[src/rtl/ptp_rtc_pkg.sv]
// Shared types and constants for the RTC adjustment controller.
package ptp_rtc_pkg;

    localparam logic [31:0] SC2NS = 32'd1000000000;
    localparam int unsigned FNS_W = 26;

    typedef enum logic [2:0] {
        IDLE,
        NORM,
        ISSUE,
        HOLD,
        CLEAR
    } adj_state_t;

    typedef struct packed {
        logic        clr;
        logic        ofs_en;
        logic        tick_wr;
        logic [31:0] ns;
        logic [47:0] sc;
        logic [31:0] tick;
    } adj_req_t;

endpackage

[src/rtl/ptp_rtc_adj_arb.sv]
// Two-way round-robin arbiter; rr_ptr = 1 gives the servo priority on a tie.
module ptp_rtc_adj_arb (
    input  logic h_req,
    input  logic s_req,
    input  logic rr_ptr,
    output logic gnt_h,
    output logic gnt_s,
    output logic ptr_nxt
);

    assign gnt_h   = h_req & (~s_req | ~rr_ptr);
    assign gnt_s   = s_req & ~gnt_h;
    // after a host grant the servo wins the next tie, and vice versa
    assign ptr_nxt = gnt_h;

endmodule

[src/rtl/ptp_rtc_adj_ctrl.sv]
// RTC adjustment controller: arbitrates host/servo requests, normalises offsets, sequences strobes.
// Optional per-source statistics counters enabled by defining PTP_RTC_ADJ_STAT_EN.
module ptp_rtc_adj_ctrl #(
    parameter int unsigned HOLD_CYC     = 8,
    parameter int unsigned CLR_CYC      = 4,
    parameter logic [31:0] TICK_INC_RST = 32'd8 << ptp_rtc_pkg::FNS_W,
    parameter logic [31:0] SC2NS        = ptp_rtc_pkg::SC2NS
) (
    input  logic        rtc_clk,
    input  logic        rtc_rst,
    input  logic        h_valid_i,
    output logic        h_ready_o,
    input  logic        h_clr_i,
    input  logic        h_ofs_en_i,
    input  logic        h_tick_wr_i,
    input  logic [31:0] h_ns_ofs_i,
    input  logic [47:0] h_sc_ofs_i,
    input  logic [31:0] h_tick_i,
    input  logic        s_valid_i,
    output logic        s_ready_o,
    input  logic        s_ofs_en_i,
    input  logic        s_tick_wr_i,
    input  logic [31:0] s_ns_ofs_i,
    input  logic [47:0] s_sc_ofs_i,
    input  logic [31:0] s_tick_i,
    output logic [31:0] tick_inc_o,
    output logic [31:0] ns_offset_o,
    output logic [47:0] sc_offset_o,
    output logic        offset_valid_o,
    output logic        clear_rtc_o,
    output logic        busy_o,
    output logic        err_o,
    output logic        last_src_o
`ifdef PTP_RTC_ADJ_STAT_EN
    ,
    output logic [15:0] h_cnt_o,
    output logic [15:0] s_cnt_o,
    output logic [15:0] err_cnt_o
`endif
);

    import ptp_rtc_pkg::*;

    localparam logic signed [32:0] LIM1 = $signed({1'b0, SC2NS});
    localparam logic signed [32:0] LIM2 = $signed({SC2NS, 1'b0});

    adj_state_t        state, state_nxt;
    logic [15:0]       cnt, cnt_nxt;
    logic              idle, accept, issue, drop;
    logic              rr_ptr, ptr_nxt, gnt_h, gnt_s;
    adj_req_t          sel, req;
    logic signed [32:0] ns_w;
    logic [31:0]       ns_n;
    logic [47:0]       sc_n;
    logic              ns_err;

    assign idle   = (state == IDLE);
    assign busy_o = ~idle;

    ptp_rtc_adj_arb u_arb (
        .h_req   (h_valid_i & idle),
        .s_req   (s_valid_i & idle),
        .rr_ptr  (rr_ptr),
        .gnt_h   (gnt_h),
        .gnt_s   (gnt_s),
        .ptr_nxt (ptr_nxt)
    );

    assign h_ready_o = gnt_h;
    assign s_ready_o = gnt_s;
    assign accept    = gnt_h | gnt_s;
    // req.clr qualifies the level so a stale state can never clear on a non-clear request
    assign clear_rtc_o = (state == CLEAR) && req.clr;

    always_comb begin
        if (gnt_h) begin
            sel = '{clr: h_clr_i, ofs_en: h_ofs_en_i, tick_wr: h_tick_wr_i,
                    ns: h_ns_ofs_i, sc: h_sc_ofs_i, tick: h_tick_i};
        end else begin
            sel = '{clr: 1'b0, ofs_en: s_ofs_en_i, tick_wr: s_tick_wr_i,
                    ns: s_ns_ofs_i, sc: s_sc_ofs_i, tick: s_tick_i};
        end
    end

    always_comb begin
        ns_w   = $signed({req.ns[31], req.ns});
        ns_err = (ns_w >= LIM2) || (ns_w <= -LIM2);
        ns_n   = req.ns;
        sc_n   = req.sc;
        if (ns_w >= LIM1) begin
            ns_n = req.ns - SC2NS;
            sc_n = req.sc + 48'd1;
        end else if (ns_w <= -LIM1) begin
            ns_n = req.ns + SC2NS;
            sc_n = req.sc - 48'd1;
        end
    end

    always_ff @(posedge rtc_clk) begin
        if (rtc_rst) begin
            state <= IDLE;
            cnt   <= '0;
        end else begin
            state <= state_nxt;
            cnt   <= cnt_nxt;
        end
    end

    always_comb begin
        state_nxt = state;
        cnt_nxt   = cnt;
        issue     = 1'b0;
        drop      = 1'b0;
        unique case (state)
            IDLE: begin
                if (accept) begin
                    if (sel.clr) begin
                        state_nxt = CLEAR;
                        cnt_nxt   = 16'(CLR_CYC - 1);
                    end else begin
                        state_nxt = NORM;
                    end
                end
            end
            NORM: begin
                if (ns_err) begin
                    drop      = 1'b1;
                    state_nxt = IDLE;
                end else begin
                    issue     = 1'b1;
                    state_nxt = ISSUE;
                end
            end
            ISSUE: begin
                state_nxt = HOLD;
                cnt_nxt   = 16'(HOLD_CYC - 1);
            end
            HOLD: begin
                if (cnt == '0) state_nxt = IDLE;
                else           cnt_nxt   = cnt - 16'd1;
            end
            CLEAR: begin
                if (cnt == '0) begin
                    state_nxt = HOLD;
                    cnt_nxt   = 16'(HOLD_CYC - 1);
                end else begin
                    cnt_nxt = cnt - 16'd1;
                end
            end
            default: state_nxt = IDLE;
        endcase
    end

    // outputs are loaded on the NORM->ISSUE edge so they are valid during ISSUE
    always_ff @(posedge rtc_clk) begin
        if (rtc_rst) begin
            req            <= '0;
            rr_ptr         <= 1'b0;
            last_src_o     <= 1'b0;
            tick_inc_o     <= TICK_INC_RST;
            ns_offset_o    <= '0;
            sc_offset_o    <= '0;
            offset_valid_o <= 1'b0;
            err_o          <= 1'b0;
        end else begin
            offset_valid_o <= issue & req.ofs_en;
            err_o          <= drop;
            if (accept) begin
                req        <= sel;
                rr_ptr     <= ptr_nxt;
                last_src_o <= gnt_s;
            end
            if (issue && req.tick_wr) tick_inc_o <= req.tick;
            if (issue && req.ofs_en) begin
                ns_offset_o <= ns_n;
                sc_offset_o <= sc_n;
            end
        end
    end

`ifdef PTP_RTC_ADJ_STAT_EN
    always_ff @(posedge rtc_clk) begin
        if (rtc_rst) begin
            h_cnt_o   <= '0;
            s_cnt_o   <= '0;
            err_cnt_o <= '0;
        end else begin
            if (gnt_h && h_cnt_o != '1) h_cnt_o <= h_cnt_o + 16'd1;
            if (gnt_s && s_cnt_o != '1) s_cnt_o <= s_cnt_o + 16'd1;
            if (drop && err_cnt_o != '1) err_cnt_o <= err_cnt_o + 16'd1;
        end
    end
`endif

endmodule

[config.mk]
export PLATFORM = sky130hd
export DESIGN_NAME = ptp_rtc_adj_ctrl
export DESIGN_NICKNAME = d
export VERILOG_FILES = /design/src/rtl/ptp_rtc_pkg.sv /design/src/rtl/ptp_rtc_adj_arb.sv /design/src/rtl/ptp_rtc_adj_ctrl.sv
export SDC_FILE = /design/constraint.sdc
export NUM_CORES = 1
export LEC_CHECK = 0
export CAP_MARGIN = 10
export CORE_ASPECT_RATIO = 0.7
export CORE_MARGIN = 10
export CORE_UTILIZATION = 40
export CTS_CLUSTER_DIAMETER = 30
export DETAILED_ROUTE_END_ITERATION = 6
export PLACE_DENSITY = 0.68
export SETUP_SLACK_MARGIN = 0.2
export SLEW_MARGIN = 25
export SYNTH_ARGS = -nofsm -noshare
export SYNTH_HDL_FRONTEND = slang
export SYNTH_SLANG_ARGS = --single-unit
[constraint.sdc]
create_clock -name rtc_clk -period 3.4 [get_ports rtc_clk]
set_clock_uncertainty 0.1 [all_clocks]
set_input_delay 0.68 -clock rtc_clk [delete_from_list [all_inputs] [get_ports rtc_clk]]
set_output_delay 0.68 -clock rtc_clk [all_outputs]
set_load 0.05 [all_outputs]
==> metrics.csv <==
stage,metric,value,unit
outcome,status,completed,
job,max-cap viol count,0,
placement,Port Buffers,351,
critical_path,Worst R2R Start,req[66]$_SDFFE_PP0P_,
synthesis,dominant synthesized flop cell,dfxtp_1,
die,IO Pins,352,
synthesis,Seq cells post-synth,250,
global_routing,met3 usage,8.989,%
synthesis,"Seq/Total Area, Yosys",37.66,%
die,Die X,237.9,um
worst_hold_path,WHS Path Cells,2,
worst_hold_path,hold path endpoint,sc_offset_o[21]$_SDFFE_PP0P_,
global_routing,total overflow reported by the global router,0,
critical_path,"reg-to-reg slack, setup",0.35,ns
global_routing,initial antenna violation count,1,
synthesis,number of flops mapped to enable cells by yosys,0,
synthesis,Yosys warnings,0,
clocking,Post-CTS Resized,2,
sta,Slew Limit Fails,0,
sta,RSZ-0062 raised after global routing,false,
die,Die ar.,41030,um2
drt,Via Count,13730,
critical_path,Crit path required time,2.62,ns
synthesis,Netlist cell types,79,
power,Pwr Total,17.73,mW
sta,final setup fails,0,
synthesis,post-synth top area share,37.66,%
layout,"Design Area, Final",19260,um2
critical_path,r2r worst-path depth,7,
clocking,CTS tree,yes,
critical_path,endpoint class of the critical path,primary output,
synthesis,Yosys top cell by area,dfxtp_1,
clocking,Clock Latency Late Sink,0.55,ns
layout,Nets,2179,
layout,synth-to-layout area growth,44.94,%
synthesis,Post-Syn Area,13290,um2
power,leakage power,7.065,nW
sta,Final min period,3.062,ns
sta,Hold Fails Final Rpt,0,
clocking,H-Tree Depth,2,
placement,gpl congestion,1.004,
global_routing,largest net degree at the start of global routing,79,
drt,post-route ant nets,0,
sta,fmax,326.6,MHz
clocking,clock buffer depth,3,
die,Initial Utilization,40.83,%
critical_path,CP arrival,2.28,ns
sta,Slew @ Worst Pin,0.9397,ns
global_routing,layer with the highest usage,met2,
die,Core Area,32550,um2
sta,Final Cycle Share,90.05,%
clocking,hold_buf cts,0,
clocking,clock sink total,250,
clocking,TritonCTS buffer count,46,
die,chip height,172.5,um
synthesis,syn nets,1829,
drt,WL final,52420,um
critical_path,critical path class,register to primary output,
global_routing,met1 Usage GRT,32.36,%
synthesis,Mapped Cells,1589,
sta,final worst slack,0.3384,ns
global_routing,Tot GR Track Use,24.27,%
worst_hold_path,min-delay src,sc_offset_o[21]$_SDFFE_PP0P_,
synthesis,Syn Area/Cell,8.363,um2
clocking,Root Driver,clkbuf_16,
placement,Placed Area,17640,um2
power,Max rail drop VDD,0.4222,mV
worst_hold_path,HP Class,register to register,
drt,wire length per cell,21.80,um
sta,setup TNS,0,ns
global_routing,met2 Track Usage GR,35.78,%
sta,Worst slew margin,36.77,%
layout,share of post-route cells with drive strength above 1,10.48,%
clocking,Worst-path clk slew,0.05,ns
synthesis,Post-synth ARST share,0,%
drt,DRC,0,
layout,Util after Layout,59.17,%
synthesis,leading post-synthesis cells by cell area,"dfxtp_1 38%, mux2i_1 11%, a211oi_1 7.1%",
power,Pwr Density,920.7,nW/um2
critical_path,CP Launch Type,register,
global_routing,first-pass GRT wire length,79800,um
placement,pre-CTS WS,0.1760,ns
global_routing,vias in the first global route,13570,
critical_path,Worst Path Max Fanout,10,
placement,hpwl dp,40630,um
drt,DRT Pass-1 Iters,6,
drt,vias per cell,5.709,
clocking,Post-CTS Setup Repair Bufs,0,
die,row count,55,
critical_path,r2r endpoint,sc_offset_o[44]$_SDFFE_PP0P_,
drt,Iteration-0 DRC Markers,1408,
-- layer usage --
metal	vias to the layer above	routed length, um
li1	6577	-
met1	6401	22990
met2	669	22390
met3	76	5811
met4	2	1122
met5	-	97
-- cell type report --
| class | count | area, um2 |
|---|---|---|
| clock inverters | 31 | 382.9 |
| flip-flops and latches | 250 | 5009 |
| multi-input cells | 1159 | 7614 |
| diodes | 1 | 2.502 |
| clock buffers | 54 | 1221 |
| inverters | 36 | 135.1 |
| repair buffers | 446 | 4363 |
| well taps | 427 | 534.3 |
| fillers | 2895 | 13290 |
-- synth_stat cells (all sizes together) (4+ instances only) --
cell and n:
nor3b 6, o211ai 5, buf 50, o21ai 51, dfxtp 250, nand4 38
a31oi 11, nor2 218, o21a 6, or3 15, a41oi 6, and4b 4
o22ai 22, nand2 128, a32o 5, nand2b 7, ha 7, a211oi 125
nor4 31, xor2 33, or4 9, and2 12, and4 13, and3 12
a32oi 21, nand3 45, inv 36, nor3 24, xnor2 20, nand3b 5
nor2b 5, a21oi 45, mux2i 146, a2111oi 12, a311o 6, a211o 9
nor4b 5, clkbuf 94, nand4b 8
-- power breakdown --
part           switching, mW  leakage, nW  internal [mW]  total (mW)
clock network           1.67        0.775           3.00        4.66
logic                   4.98         4.24           3.25        8.22
registers               1.06         2.05           3.79        4.85
-- cell usage in the layout (no fill, tap or decap), drive strengths merged, types with 6 or more instances in the layout --
cell type      count
inv               43
nor2             218
nand2            128
or4                9
or3               15
buf               98
clkinv            14
a21oi             45
nand2b             7
xor2              33
a211o              9
a41oi              6
nand3             45
xnor2             20
o21ai             51
and3              12
a311o              6
nor3b              6
nor4              31
nand4b             8
clkdlybuf4s50    347
o21a               6
and4              13
nor3              24
a32oi             21
a2111oi           12
ha                 7
dfxtp            250
a31oi             11
nand4             38
a211oi           125
clkbuf            54
and2              12
mux2i            146
o22ai             22
-- cells by family after synthesis --
group	Yosys count	synth area share, %
buf+inv	180	5.536
fa+ha+maj	7	0.6590
compound gates	358	19.31
mux	146	11.00
xor+xnor	53	3.493
flops	250	37.66
simple gates	595	22.34
-- stage by stage --
| stage | cells | hold slack [ns] |
|---|---|---|
| 6_report | 2404 | 0.3531 |
| 5_1_grt | 2404 | 0.3644 |
| 4_1_cts | 2403 | 0.3515 |
| 3_5_place_dp | 2318 | 0.3470 |
| 3_3_place_gp | 2318 | 0.3352 |
| 2_1_floorplan | 1589 | 0.3317 |
-- worst max path at each step --
stage	cells after the start	start	endpoint
2_1_floorplan	5	state[0]$_SDFFE_PP0P_	h_ready_o
3_3_place_gp	9	ns_w[19]$_SDFFE_PP0P_	sc_offset_o[25]$_SDFFE_PP0P_
3_5_place_dp	9	ns_w[9]$_SDFFE_PP0P_	sc_offset_o[25]$_SDFFE_PP0P_
4_1_cts	3	state[2]$_SDFFE_PP0P_	clear_rtc_o
5_1_grt	9	ns_w[11]$_SDFFE_PP0P_	ns_offset_o[12]$_SDFFE_PP0P_
6_report	4	state[0]$_SDFFE_PP0P_	busy_o
-- critical path, cell delays in order, from the launching register on --
cell and delay [ns]:
dfxtp_1 0.52, nor3_1 0.09, buf_4 0.17, inv_1 0.10
clkdlybuf4s50_1 0.84
-- flip-flops by register name (all words and copies together), names as in the netlist --
register,flops
cnt,16
tick_inc_o,32
ns_offset_o,32
ns_w,32
state,3
sc_offset_o,48
req,83
err_o,1
last_src_o,1
offset_valid_o,1
rr_ptr,1
(Power assumes the default switching activity.)
